**src/rtl/branch_seq.sv**
```systemverilog
// Conditional-branch control sequencer: evaluates the condition flop, then
// (if taken) walks PC + sign-extended offset through Y/Z back into PC.
module branch_seq #(
    parameter logic [4:0] BR_OPCODE = 5'b10010,
    parameter int         CNT_W     = 16
) (
    input  logic             clock,
    input  logic             reset,
    input  logic             start,
    input  logic [31:0]      IR,
    input  logic             CON_out,
    output logic             Gra,
    output logic             Rout,
    output logic             CONin,
    output logic             PCout,
    output logic             Yin,
    output logic             Cout,
    output logic             ADD,
    output logic             Zin,
    output logic             Zlowout,
    output logic             PCin,
    output logic [1:0]       cond,
    output logic             busy,
    output logic             done,
    output logic             taken,
    output logic             err,
    output logic [CNT_W-1:0] taken_cnt
);

    typedef enum logic [2:0] {
        IDLE, EVAL, SETTLE, DECIDE, PCY, ADDZ, LOAD, FIN
    } stateT;

    // Strobe order: {Gra, Rout, CONin, PCout, Yin, Cout, ADD, Zin, Zlowout, PCin}
    localparam logic [9:0] STROBE_EVAL = 10'b1110000000;
    localparam logic [9:0] STROBE_PCY  = 10'b0001100000;
    localparam logic [9:0] STROBE_ADDZ = 10'b0000011100;
    localparam logic [9:0] STROBE_LOAD = 10'b0000000011;

    stateT            state, stateNext;
    logic             flag, flagNext;
    logic [9:0]       strobes, strobeNext;
    logic [1:0]       condNext;
    logic             busyNext, doneNext, takenNext, errNext;
    logic [CNT_W-1:0] cntNext;

    // Ra, the immediate and spare bits are consumed by the datapath, not here.
    logic unusedIrBits;
    assign unusedIrBits = ^{IR[26:21], IR[18:0]};

    function automatic logic [CNT_W-1:0] satInc(input logic [CNT_W-1:0] v);
        return (&v) ? v : v + CNT_W'(1);
    endfunction

    assign {Gra, Rout, CONin, PCout, Yin, Cout, ADD, Zin, Zlowout, PCin} = strobes;

    always_comb begin
        stateNext  = state;
        flagNext   = flag;
        condNext   = cond;
        takenNext  = taken;
        cntNext    = taken_cnt;
        strobeNext = '0;
        errNext    = 1'b0;
        doneNext   = 1'b0;
        busyNext   = 1'b0;

        case (state)
            IDLE: begin
                if (start) begin
                    if (IR[31:27] == BR_OPCODE) begin
                        stateNext = EVAL;
                        condNext  = IR[20:19];
                    end else begin
                        errNext = 1'b1;
                    end
                end
            end
            EVAL:    stateNext = SETTLE;
            SETTLE:  stateNext = DECIDE;
            DECIDE: begin
                flagNext  = CON_out;
                stateNext = CON_out ? PCY : FIN;
            end
            PCY:     stateNext = ADDZ;
            ADDZ:    stateNext = LOAD;
            LOAD:    stateNext = FIN;
            FIN:     stateNext = IDLE;
            default: stateNext = IDLE;
        endcase

        // Outputs are decoded from the upcoming state so they come out of flops.
        case (stateNext)
            EVAL: strobeNext = STROBE_EVAL;
            PCY:  strobeNext = STROBE_PCY;
            ADDZ: strobeNext = STROBE_ADDZ;
            LOAD: strobeNext = STROBE_LOAD;
            FIN: begin
                doneNext  = 1'b1;
                takenNext = flagNext;
                if (flagNext) cntNext = satInc(taken_cnt);
            end
            default: strobeNext = '0;
        endcase
        busyNext = (stateNext != IDLE);
    end

    always_ff @(posedge clock) begin
        if (reset) begin
            state     <= IDLE;
            flag      <= 1'b0;
            strobes   <= '0;
            cond      <= '0;
            busy      <= 1'b0;
            done      <= 1'b0;
            taken     <= 1'b0;
            err       <= 1'b0;
            taken_cnt <= '0;
        end else begin
            state     <= stateNext;
            flag      <= flagNext;
            strobes   <= strobeNext;
            cond      <= condNext;
            busy      <= busyNext;
            done      <= doneNext;
            taken     <= takenNext;
            err       <= errNext;
            taken_cnt <= cntNext;
        end
    end

endmodule

```
**config.mk**
```make
export PLATFORM = sky130hd
export DESIGN_NAME = branch_seq
export DESIGN_NICKNAME = d
export VERILOG_FILES = /design/src/rtl/branch_seq.sv
export SDC_FILE = /design/constraint.sdc
export NUM_CORES = 1
export LEC_CHECK = 0
export ABC_AREA = 1
export BUFFER_PORTS_ARGS = -buffer_cell sky130_fd_sc_hd__buf_2
export CELL_PAD_IN_SITES_DETAIL_PLACEMENT = 1
export CELL_PAD_IN_SITES_GLOBAL_PLACEMENT = 2
export CORE_MARGIN = 2
export CORE_UTILIZATION = 26
export CTS_BUF_LIST = sky130_fd_sc_hd__clkbuf_2 sky130_fd_sc_hd__clkbuf_4 sky130_fd_sc_hd__clkbuf_8
export CTS_CLUSTER_SIZE = 8
export DETAILED_ROUTE_END_ITERATION = 7
export PLACE_DENSITY_LB_ADDON = 0.1
export SETUP_SLACK_MARGIN = 0.15
export SLEW_MARGIN = 10
export SYNTH_ARGS = -nofsm -noshare
export SYNTH_HDL_FRONTEND = slang
export SYNTH_SLANG_ARGS = --single-unit
```
**constraint.sdc**
```tcl
create_clock -name clock -period 2.35 [get_ports clock]
set_clock_uncertainty 0.1 [all_clocks]
set_input_delay 0.3525 -clock clock [delete_from_list [all_inputs] [get_ports clock]]
set_output_delay 0.3525 -clock clock [all_outputs]
set_load 0.02 [all_outputs]
```
* After elaboration in Yosys (flattened, before gate mapping)
Cells that the tools add are included.
Word-level totals: input port bits 36, output and inout bits 32, word-level logic and storage cells 40, bits in registers 36
Operators by class: eq/ne operators 13, multiplexer cells 8, bitwise logic cells 3, reductions and logical operators 6, add/sub/neg operators 1
Operator list (number):
- one-hot mux 10 bit (4 select lines) | 1
- == test 3 bit (second input constant) | 8
- one-hot mux 3 bit (8 select lines) | 1
- adder 16 x 1 -> 16 bit (second input constant) | 1
- AND reduction 16 bit | 1
- == test 3 x 1 -> 1 bit (second input constant) | 2
- == test 3 x 2 -> 1 bit (second input constant) | 2
- 2-to-1 mux 3 bit | 2
- AND reduction 3 bit | 2
- == test 5 bit (second input constant) | 1
- logical NOT 3 bit | 1
- 2-to-1 mux 1 bit | 3
- inverter 1 bit | 3
- nonzero test 3 bit | 1
- OR reduction 3 bit | 1
- 2-to-1 mux 2 bit | 1

* Depth between registers and ports, before layout
Gate-level depths: netlist (run 1).
depth after elaboration 6, depth in mapped cells 10, depth with buffers taken out 9

* Least setup slack after synthesis (run 1)
Ideal clock, no wire load.
kind flip-flop to flip-flop, start register taken_cnt[0], end register taken_cnt[4], period minus slack after synthesis 1835 ps, data arrival time 1667 ps, data required time 2182 ps, setup time 68 ps, buffers on the path 1, slack 515 ps, stages on the path, launching flop included 11, cell sequence dfxtp_1 > ha_1 > nand2_2 > nor2_4 > nand2_2 > nor2_4 > nor2_4 > nand2_8 > buf_6 > nand2_1 > a21oi_2
Between the ends: word-level cells in the longest chain between the ends 3, elaborated cells between the ends (all ways) 4, those cells by class 1 x add/sub; 1 x bitwise; 2 x reduce/logical
Ends and longest elaborated chain:
- start, declared | line 27 | output logic [CNT_W-1:0] taken_cnt
- start signal, assigned | line 128 | taken_cnt <= cntNext;
- parallel branches: the longest is 3 deep, another holds adder 16 x 1 -> 16 bit
Several ways; the timed one is not identified. A chain may end at the register's enable or synchronous reset.

* Final worst setup path (run 1)
start register taken_cnt[0], end register taken_cnt[6]
The elaborated chain is that of the path after synthesis.

==> results of run 1 <==
## worst register-to-register path: cells and delay by family, from the launching register on
family / cells / cell delay (ns)
AOI/OAI and AO/OA: 1 / 0.15
adders and majority gates: 1 / 0.29
buffers and inverters: 1 / 0.24
DFF: 1 / 0.39
and+or+nand+nor: 6 / 0.73
## kinds of logic after synthesis
family | Yosys count | synth area share
simple gates | 127 | 0.383
buf+inv | 33 | 0.106
flops | 30 | 0.369
compound gates | 28 | 0.0968
xor+xnor | 7 | 0.0376
fa+ha+maj | 1 | 0.00768
## report_power, final
part | switching, mW | leakage, nW | internal [mW] | total (mW)
Clock | 0.207 | 0.0517 | 0.248 | 0.455
Combinational | 0.0205 | 0.517 | 0.0112 | 0.0316
Sequential | 0.00151 | 0.242 | 0.511 | 0.513
## synthesized netlist by cell type (2+ instances only)
cell	instances	area, um2
nand2_1	50	188
inv_1	18	67.6
nor2_1	29	109
nand3_2	3	30.0
nor3_1	5	25.0
a21oi_1	16	80.1
nand3_1	22	110
buf_6	2	22.5
nor2_4	4	45.0
xnor2_1	2	17.5
clkbuf_1	3	11.3
buf_4	6	45.0
dfxtp_1	30	601
o21ai_0	5	25.0
nand4_1	6	37.5
nand2_2	4	25.0
xor2_1	5	43.8
a21oi_2	2	17.5
inv_2	3	11.3
## registers in the layout (all words and copies together), names as in the netlist
register	flops
state	3
taken_cnt	16
strobes	4
err	1
busy	1
cond	2
flag	1
taken	1
done	1
## layer usage
metal	routed length (um)	vias up
met5	0	-
met4	68	0
met3	181	5
met2	2040	29
met1	2020	717
li1	-	804
## cells in the final DEF (no fill, tap or decap), types with 2 or more instances in the layout
cell and count:
a21oi_1 16, a21oi_2 2, buf_2 42, clkbuf_8 6, dfxtp_1 30, inv_1 18, inv_2 3, nand2_1 50
nand2_2 4, nand3_1 22, nand3_2 3, nand4_1 6, nor2_1 29, nor2_4 4, nor3_1 5, o21ai_0 5
xnor2_1 2, xor2_1 5
## cell type report
class                           instances  area share
Timing Repair Buffer                   43       0.112
Sequential cell                        30       0.309
Clock inverter                          1     0.00258
Tap cell                               75      0.0483
Clock buffer                            7      0.0464
Multi-Input combinational cell        163       0.441
Inverter                               21      0.0406
## through the flow
| step | hold slack [ns] | instances |
|---|---|---|
| detailed placement | 0.400 | 332 |
| floorplan | 0.380 | 226 |
| global placement | 0.407 | 332 |
| finish | 0.188 | 340 |
| global route | 0.222 | 340 |
| CTS | 0.183 | 340 |
## path summary, 6_finish.rpt
check | end | start | slack (ns)
setup / recovery | taken_cnt[6] | taken_cnt[0] | 0.39
hold / removal | cond[1] | IR[20] | 0.19
setup reg to reg | taken_cnt[6] | taken_cnt[0] | 0.39
hold reg to reg | cond[1] | cond[1] | 0.41
==> summary.md, run 1 <==
| Metric | Value |
|---|---|
| Status | `finished clean` |
| Chip width | `roughly 83 um` |
| Critical Path Stages | `9` |
| Clk Tree Root Cell | `clkbuf_8` |
| Multi-input combinational cell area | `856 um2` |
| #FFs+latches synth | `30` |
| CP most frequent cell | `nor2_4` |
| Slew @ Worst Pin | `0.583 ns` |
| Drt via density | `around 4.6` |
| Placed cell areas | `about 1800 um2` |
| Top_reg_cell synth | `dfxtp_1` |
| Crit-path leading delay family | `simple AND/OR/NAND/NOR gates` |
| Fmax | `slightly above 500 MHz` |
| Critical path fanouts, max | `10` |
| Via count | `about 1.6k` |
| WP data arrival | `around 2.1 ns` |
| Met1 Track Usage GR | `0.171` |
| Peak VDD IR | `just under 0.2 mV` |
| Post-route clock period utilization | `0.835` |
| Fin area | `approximately 1900 um2` |
| Slowest CP cell | `dfxtp_1` |
| Setup WS pre-CTS | `~0.37 ns` |
| Synthesized area | `between 1500 and 2000 um2` |
| Inserted Diodes | `0` |
| Hold WC Path Type | `input port to flop` |
| Final Util | `0.324` |
| Post-CTS setup repair buffer count | `0` |
| CTS tree | `built` |
| Die area | `6910 um2` |
| Core footprint | `5990 um2` |
| Leak | `0.811 nW` |
| Yosys warnings | `0` |
| Routed WL | `4310 um` |
| PortBufs | `42` |
| Vias in the first global route | `~1.6k` |
| Hpwl dp | `about 3200 um` |
| Setup ws final | `0.387 ns` |
| Final hold violation count | `0` |
| Worst setup EP type | `flop` |
| Initial core utilization | `0.272` |
| Cts repair resizes | `0` |
| Reg clk slew, reported paths | `~0.07 ns` |
| CTS Hold Bufs | `0` |
| Max-slew violation count | `0` |
| Overall Power | `roughly 1 mW` |
| Count of final setup violators | `0` |
| Pwr Density | `just over 500 nW/um2` |
| Maxcap violations | `0` |
| Gpl congestion | `~0.75` |
| Worst-path cell chain | `ha_1 -> nand2_2 -> nor2_4 -> nand2_2 -> nor2_4 -> nor2_4 -> buf_4 -> nand3_1 -> a21oi_1` |
| Sequential Area | `around 600 um2` |
| Max clock buf depth | `2` |
| Share of layout cells above drive strength 1 | `0.268` |
| Synth-to-layout area growth | `19.2%` |
| CP bufs+invs | `1` |
| GRT overflow | `0` |
| Slew margin rel. | `0.611` |
| Die H | `roughly 83 um` |
| Rows | `28` |
| Starting DRT DRC Count | `between 40 and 50` |
| Largest net degree at the start of global routing | `30` |
| Hold path cells | `3` |
| DR pass1 iterations | `4` |
| CP startpoint kind | `flop` |
| Routed Antenna Nets | `0` |
| Wire per inst | `about 13 um` |
| Worst skew pair latency | `between 0.2 and 0.3 ns` |
| Synthesized Nets | `approximately 260` |
| Met2 global-route usage | `0.222` |
| Yosys cell types | `30` |
| CP peak stage delay | `between 0.3 and 0.4 ns` |
| Setup TNS | `0 ns` |
| IO Count | `a little under 70` |
| Reg2Reg Depth | `9` |
| Fill count | `between 700 and 800` |
| Initial antenna violation count | `0` |
| Fin nets | `301` |
| Gate count of the mapped netlist | `between 200 and 250` |
| RSZ-0062 raised after global routing | `false` |
| Async SR Flop Fraction | `0` |
| Num CTS Buffers | `5` |
| Grt met3 use | `0.0388` |
| GR peak layer | `met2` |
| CP required | `2.46 ns` |
| DRC | `0` |
| Type of the worst setup path | `flop to flop` |
| All-layer global routing usage | `0.136` |
| Sequential element share of the synthesized area | `0.369` |
| Crit path time final | `1.96 ns` |
| EDFF count, synth | `0` |
| Mean Syn Cell Area | `roughly 7.2 um2` |
| First-pass GRT wire length | `around 7600 um` |
| H-tree Lvls | `2` |
| Clk sinks | `30` |
(Power assumes the default switching activity.)
==> run 2, diff against run 1 <==
- CORE_UTILIZATION: 26 -> 23
- clock period: 2.35 -> 1.6 ns (I/O delays scaled with it)
==> summary.md, run 2 (synthesis results as in run 1) <==
| Metric | Value |
|---|---|
| Hold WC Path Type | `input port to flop (unchanged)` |
| Number of cells after detailed placement | `393 (was 332)` |
| PortBufs | `42 (unchanged)` |
| Reg clk slew, reported paths | `0.07 ns (about the same)` |
| Clock network fraction of total power | `0.435 (was 0.455)` |
| Switching share of power | `0.242 (was 0.229)` |
| Inserted Diodes | `0 (unchanged)` |
| Fin nets | `359 (was 301)` |
| H-tree Lvls | `2 (unchanged)` |
| Most frequent cells in the layout | `50 x buf_4, 42 x buf_2, 38 x nand2_1 (was 50 x nand2_1, 42 x buf_2, 30 x dfxtp_1)` |
| Core footprint | `6830 um2 (was 5990 um2)` |
| Starting DRT DRC Count | `47 (was 41)` |
| Synth-to-layout area growth | `65.4% (was 19.2%)` |
| GRT overflow | `0 (unchanged)` |
| CP startpoint kind | `flop (unchanged)` |
| Status | `finished clean (unchanged)` |
| Worst skew pair latency | `0.29 ns (was 0.28 ns)` |
| Largest Register | `taken_cnt (unchanged)` |
| Via count | `1821 (was 1555)` |
| Slew @ Worst Pin | `0.296 ns (was 0.583 ns)` |
| Maxcap violations | `0 (unchanged)` |
| Hold path cells | `3 (unchanged)` |
| Internal power | `1.09 mW (was 0.770 mW)` |
| Slew margin rel. | `0.802 (was 0.611)` |
| Max clock buf depth | `2 (unchanged)` |
| Switch Pwr | `0.348 mW (was 0.229 mW)` |
| Leak | `1.16 nW (was 0.811 nW)` |
| CTS tree | `built (unchanged)` |
| Overall Power | `1.44 mW (was 0.999 mW)` |
| Count of final setup violators | `0 (unchanged)` |
| Commonest non-fill, non-tap cell in the layout | `buf_4 (was nand2_1)` |
| IO Count | `68 (unchanged)` |
| Critical path fanouts, max | `8 (was 10)` |
| First-pass GRT wire length | `8830 um (was 7610 um)` |
| Initial core utilization | `0.238 (was 0.272)` |
| Chip width | `88.2 um (was 83.2 um)` |
| Drt via density | `4.35 (was 4.57)` |
| Share of layout cells above drive strength 1 | `0.570 (was 0.268)` |
| Clk sinks | `30 (unchanged)` |
| Routed Antenna Nets | `0 (unchanged)` |
| Pwr Density | `534 nW/um2 (was 514 nW/um2)` |
| Hpwl dp | `3890 um (was 3170 um)` |
| Vias in the first global route | `1835 (was 1566)` |
| Top flop regs | `taken_cnt: 16 flops, strobes: 4 flops, state: 3 flops (unchanged)` |
| All-layer global routing usage | `0.151 (was 0.136)` |
| Gate power share | `0.047 (was 0.032)` |
| Num CTS Buffers | `5 (unchanged)` |
| Final Util | `0.395 (was 0.324)` |
| Initial antenna violation count | `0 (unchanged)` |
| Die area | `7770 um2 (was 6910 um2)` |
| Wire per inst | `12.8 um (was 12.7 um)` |
| Clk Tree Root Cell | `clkbuf_8 (unchanged)` |
| Reg2Reg Depth | `8 (was 9)` |
| Gpl congestion | `0.829 (was 0.754)` |
| Final hold violation count | `0 (unchanged)` |
| Multi-input combinational cell area | `1060 um2 (was 856 um2)` |
| Type of the worst setup path | `flop to flop (unchanged)` |
| Largest net degree at the start of global routing | `20 (was 30)` |
| Largest register FFs | `16 (unchanged)` |
| Fmax | `648 MHz (was 509 MHz)` |
| Fill count | `889 (was 756)` |
| WP data arrival | `1.65 ns (was 2.07 ns)` |
| Rows | `30 (was 28)` |
| Max-slew violation count | `0 (unchanged)` |
| Hold WS | `0.0804 ns (was 0.188 ns)` |
| RSZ-0062 raised after global routing | `true (was false)` |
| Setup TNS | `0 ns (unchanged)` |
| Post-route clock period utilization | `0.964 (was 0.835)` |
| Sequential share of power | `0.518 (was 0.513)` |
| Die H | `88.2 um (was 83.2 um)` |
| Non-Filler Instances | `419 (was 340)` |
| Peak VDD IR | `0.371 mV (was 0.199 mV)` |
| CP required | `1.71 ns (was 2.46 ns)` |
| Sequential Area | `628 um2 (was 601 um2)` |
| DRC | `0 (unchanged)` |
| Worst setup EP type | `flop (unchanged)` |
| DR pass1 iterations | `4 (unchanged)` |
| Crit path time final | `1.54 ns (was 1.96 ns)` |
| Routed WL | `5370 um (was 4310 um)` |
run 2: layout make-up:
type / instances / share of cell area
clock inverters: 2 / 0.00371
clock buffers: 6 / 0.0283
well taps: 96 / 0.0446
repair buffers: 100 / 0.268
flip-flops and latches: 30 / 0.233
multi-input cells: 164 / 0.392
inverters: 21 / 0.0302
run 2: timing repair:
item / CTS / global route
cloned: 1 / 0
gates resized for setup: 31 / 27
buffers inserted: 12 / 5
hold buffers: 0 / 0
setup endpoints to repair: 22 / 21
pin swaps: 16 / 10
run 2: power groups by stage:
stage | Combinational [mW] | Clock, mW | Sequential (mW)
global route | 0.0759 | 0.681 | 0.745
finish | 0.0676 | 0.625 | 0.746
global placement | 0.0606 | 0 | 0.766
CTS | 0.0648 | 0.656 | 0.745
floorplan | 0.0226 | 0 | 0.771
detailed placement | 0.0606 | 0 | 0.766
run 2: routing by layer:
metal	vias up	global-route usage	routed length, um
met3	9	0.0349	188
met5	-	0	0
met4	0	0.0606	119
li1	924	-	-
met2	31	0.254	2680
met1	857	0.184	2380
run 2: final timing paths:
check             slack [ns]      endpoint     start
hold reg to reg         0.39    strobes[1]  state[1]
setup / recovery        0.06  taken_cnt[8]  state[1]
setup reg to reg        0.06  taken_cnt[8]  state[1]
hold / removal          0.08       cond[0]    IR[19]
run 2: critical path, cell delays in order, from the launching register on:
cell	delay, ns
dfxtp_4	0.37
buf_4	0.14
o211ai_1	0.17
buf_4	0.17
nor2_8	0.04
buf_4	0.14
nand2_8	0.11
nand2_1	0.09
a21oi_2	0.14
run 2: through the flow:
stage	cell area, um2	setup slack, ns
after floorplan	1670	0.0249
final	2700	0.0573
after CTS	2560	0.0737
after global routing	2700	-0.0371
after detailed placement	2250	-0.200
after global placement	2250	-0.177
==> run 3, diff against run 2 <==
- ABC_AREA: 1 -> unset
- CORE_ASPECT_RATIO: unset -> 1.2
- CORE_UTILIZATION: 23 -> 24
==> summary.md, run 3 <==
| Metric | Value |
|---|---|
| Status | `finished, violations left (was finished clean)` |
| Failing checks | `negative setup slack` |
| PortBufs | `42 (unchanged)` |
| Post-route clock period utilization | `1.12 (was 0.964)` |
| GR peak layer | `met2 (unchanged)` |
| Clk sinks | `30 (unchanged)` |
| Peak VDD IR | `0.436 mV (was 0.371 mV)` |
| #FFs+latches synth | `30 (unchanged)` |
| IO Count | `68 (unchanged)` |
| Synth-to-layout area growth | `71.6% (was 65.4%)` |
| Leak | `1.08 nW (was 1.16 nW)` |
| Commonest non-fill, non-tap cell in the layout | `buf_4 (unchanged)` |
| Setup TNS | `-1.46 ns (was 0 ns)` |
| Hold path cells | `2 (was 3)` |
| Fmax | `560 MHz (was 648 MHz)` |
| Die area | `6700 um2 (was 7770 um2)` |
| Fin area | `2490 um2 (was 2700 um2)` |
| Top flop regs | `taken_cnt: 16 flops, strobes: 4 flops, state: 3 flops (unchanged)` |
| Gpl congestion | `0.771 (was 0.829)` |
| Gate count of the mapped netlist | `162 (was 226)` |
| Largest cells by area after synthesis | `dfxtp_1 41%, a21oi_1 5.2%, nor2_1 3.6% (was dfxtp_1 37%, nand2_1 12%, nand3_1 6.8%)` |
| R2r setup slk | `-0.19 ns (was 0.06 ns)` |
| Largest net degree at the start of global routing | `25 (was 20)` |
| Max clock buf depth | `2 (unchanged)` |
| Critical Path Stages | `5 (was 8)` |
| Async SR Flop Fraction | `0 (unchanged)` |
| Num CTS Buffers | `5 (unchanged)` |
| Yosys cell types | `41 (was 30)` |
| Largest register FFs | `16 (unchanged)` |
| Synthesized area | `1450 um2 (was 1630 um2)` |
| All-layer global routing usage | `0.154 (was 0.151)` |
| DRC | `0 (unchanged)` |
| Sequential element share of the synthesized area | `0.413 (was 0.369)` |
| Rows | `31 (was 30)` |
| Starting DRT DRC Count | `24 (was 47)` |
| Top-count cell post-synth | `dfxtp_1 (was nand2_1)` |
| Hpwl dp | `3390 um (was 3890 um)` |
| Non-Filler Instances | `334 (was 419)` |
| CP startpoint kind | `flop (unchanged)` |
| Routed WL | `5090 um (was 5370 um)` |
| Setup WS pre-CTS | `-0.241 ns (was -0.200 ns)` |
| Max-slew violation count | `0 (unchanged)` |
| Synthesized Nets | `199 (was 263)` |
| H-tree Lvls | `2 (unchanged)` |
| Type of the worst setup path | `flop to flop (unchanged)` |
| Worst skew pair latency | `0.28 ns (was 0.29 ns)` |
| Crit path time final | `1.79 ns (was 1.54 ns)` |
| Fin nets | `288 (was 359)` |
| DR pass1 iterations | `4 (unchanged)` |
| Inserted Diodes | `0 (unchanged)` |
| Final hold violation count | `0 (unchanged)` |
| Mean Syn Cell Area | `8.97 um2 (was 7.21 um2)` |
| WP data arrival | `1.90 ns (was 1.65 ns)` |
| Area leader, netlist | `dfxtp_1 (unchanged)` |
| GRT overflow | `0 (unchanged)` |
| RSZ-0062 raised after global routing | `true (unchanged)` |
| Most frequent cells in the layout | `44 x buf_4, 42 x buf_2, 16 x dfxtp_1 (was 50 x buf_4, 42 x buf_2, 38 x nand2_1)` |
| Top-area cell type share of the netlist area | `0.413 (was 0.369)` |
| Chip width | `75.1 um (was 88.2 um)` |
| Reg clk slew, reported paths | `0.07 ns (about the same)` |
| Clk Tree Root Cell | `clkbuf_8 (unchanged)` |
| Crit-path leading delay family | `simple AND/OR/NAND/NOR gates (was buffers and inverters)` |
| Placed cell areas | `2060 um2 (was 2250 um2)` |
| Initial core utilization | `0.245 (was 0.238)` |
| Setup ws final | `-0.186 ns (was 0.0573 ns)` |
| CTS Hold Bufs | `0 (unchanged)` |
| First-pass GRT wire length | `7730 um (was 8830 um)` |
| Routed Antenna Nets | `0 (unchanged)` |
| Met1 Track Usage GR | `0.163 (was 0.184)` |
| Top_reg_cell synth | `dfxtp_1 (unchanged)` |
| Count of final setup violators | `13 (was 0)` |
| EDFF count, synth | `0 (unchanged)` |
| Worst-path cell chain | `ha_4 -> nand2_4 -> or4_4 -> or3_1 -> a21oi_2 (was buf_4 -> o211ai_1 -> buf_4 -> nor2_8 -> buf_4 -> nand2_8 -> nand2_1 -> a21oi_2)` |
| Die H | `89.3 um (was 88.2 um)` |
| Worst setup EP type | `flop (unchanged)` |
| CTS tree | `built (unchanged)` |
| Share of layout cells above drive strength 1 | `0.631 (was 0.570)` |
| Maxcap violations | `0 (unchanged)` |
| Number of cells after detailed placement | `311 (was 393)` |
| CP bufs+invs | `0 (was 3)` |
| Slowest CP cell | `or4_4 (was dfxtp_4)` |
| Met2 global-route usage | `0.293 (was 0.254)` |
| Hold WC Path Type | `input port to flop (unchanged)` |
| Reg2Reg Depth | `5 (was 8)` |
| Via count | `1622 (was 1821)` |
| Grt met3 use | `0.0338 (was 0.0349)` |
| Drt via density | `4.86 (was 4.35)` |
| Wire per inst | `15.2 um (was 12.8 um)` |
| Pwr Density | `631 nW/um2 (was 534 nW/um2)` |
| Fill count | `703 (was 889)` |
| Slew margin rel. | `0.662 (was 0.802)` |
| Slew @ Worst Pin | `0.507 ns (was 0.296 ns)` |
| Vias in the first global route | `1649 (was 1835)` |
| CP peak stage delay | `0.53 ns (was 0.37 ns)` |
| Core footprint | `5930 um2 (was 6830 um2)` |
| Synth cell count leaders | `30 x dfxtp_1, 15 x a21oi_1, 14 x nor2_1, 8 x nand2_1, 7 x or4_1 (was 50 x nand2_1, 30 x dfxtp_1, 29 x nor2_1, 22 x nand3_1, 18 x inv_1)` |
| CP required | `1.71 ns (about the same)` |
| Initial antenna violation count | `0 (unchanged)` |
| Largest Register | `taken_cnt (unchanged)` |
| Yosys warnings | `0 (unchanged)` |
| Critical path fanouts, max | `3 (was 8)` |
run 3: cell types whose count changed in the layout (fill, tap and decap cells not counted), sizes merged, moves of 5 or more:
cell,previous run,this run
inv,21,2
mux2i,0,5
nand2,56,8
nand3,25,6
nor2,35,14
nor4,0,5
o31ai,0,6
or4,0,7
xor2,5,0
run 3: logic make-up after synthesis:
group,synth area share
multiplexers,0.0577
AND/OR/NAND/NOR,0.309
XOR/XNOR,0.00603
AO/OA/AOI/OAI,0.139
buffers and inverters,0.0671
flip-flops,0.413
adder cells (fa/ha/maj),0.00860
run 3: through the flow:
step	power, mW	hold slack, ns	utilization
after floorplan	0.788	0.228	-
after global placement	0.816	0.343	0.347
after detailed placement	0.819	0.359	0.347
after CTS	1.60	0.0556	0.394
after global routing	1.64	0.0797	0.420
final	1.57	0.0637	0.420
run 3: repair_timing:
item | 4_1_cts | 5_1_grt
pin swaps | 18 | 14
buffers inserted | 10 | 5
gates resized for setup | 25 | 26
endpoints found under the setup margin | 17 | 18
hold endpoints to repair | 0 | 0
run 3: final cells by class:
| type | instances | area (um2) | area share |
|---|---|---|---|
| multi-input combinational | 115 | 978 | 0.392 |
| sequential | 30 | 633 | 0.254 |
| timing repair buffer | 97 | 664 | 0.266 |
| clock buffer | 5 | 68.8 | 0.0276 |
| inverter | 2 | 7.51 | 0.00301 |
| tap | 82 | 103 | 0.0411 |
| clock inverter | 3 | 40.0 | 0.0160 |
run 3: metal layers:
| layer | vias to the layer above | routed length, um |
|---|---|---|
| met3 | 7 | 186 |
| met5 | - | 0 |
| met2 | 36 | 2760 |
| li1 | 777 | - |
| met4 | 0 | 70 |
| met1 | 802 | 2070 |
run 3: final timing paths:
| kind | to | startpoint |
|---|---|---|
| setup reg to reg | taken_cnt[10] | taken_cnt[1] |
| hold / removal | err | IR[31] |
| setup / recovery | taken_cnt[10] | taken_cnt[1] |
| hold reg to reg | taken | taken |
run 3: worst register-to-register path, delay by kind of cell (launching register included):
| kind | cells | cell delay, ns |
|---|---|---|
| compound gates | 1 | 0.14 |
| fa+ha+maj | 1 | 0.16 |
| flops | 1 | 0.36 |
| simple gates | 3 | 0.95 |
run 3: where the power goes:
part	internal (mW)	leakage (nW)	switching [mW]
Sequential	0.740	0.251	0.00135
Combinational	0.0251	0.774	0.0371
Clock	0.458	0.0579	0.312
Total	1.22	1.08	0.350
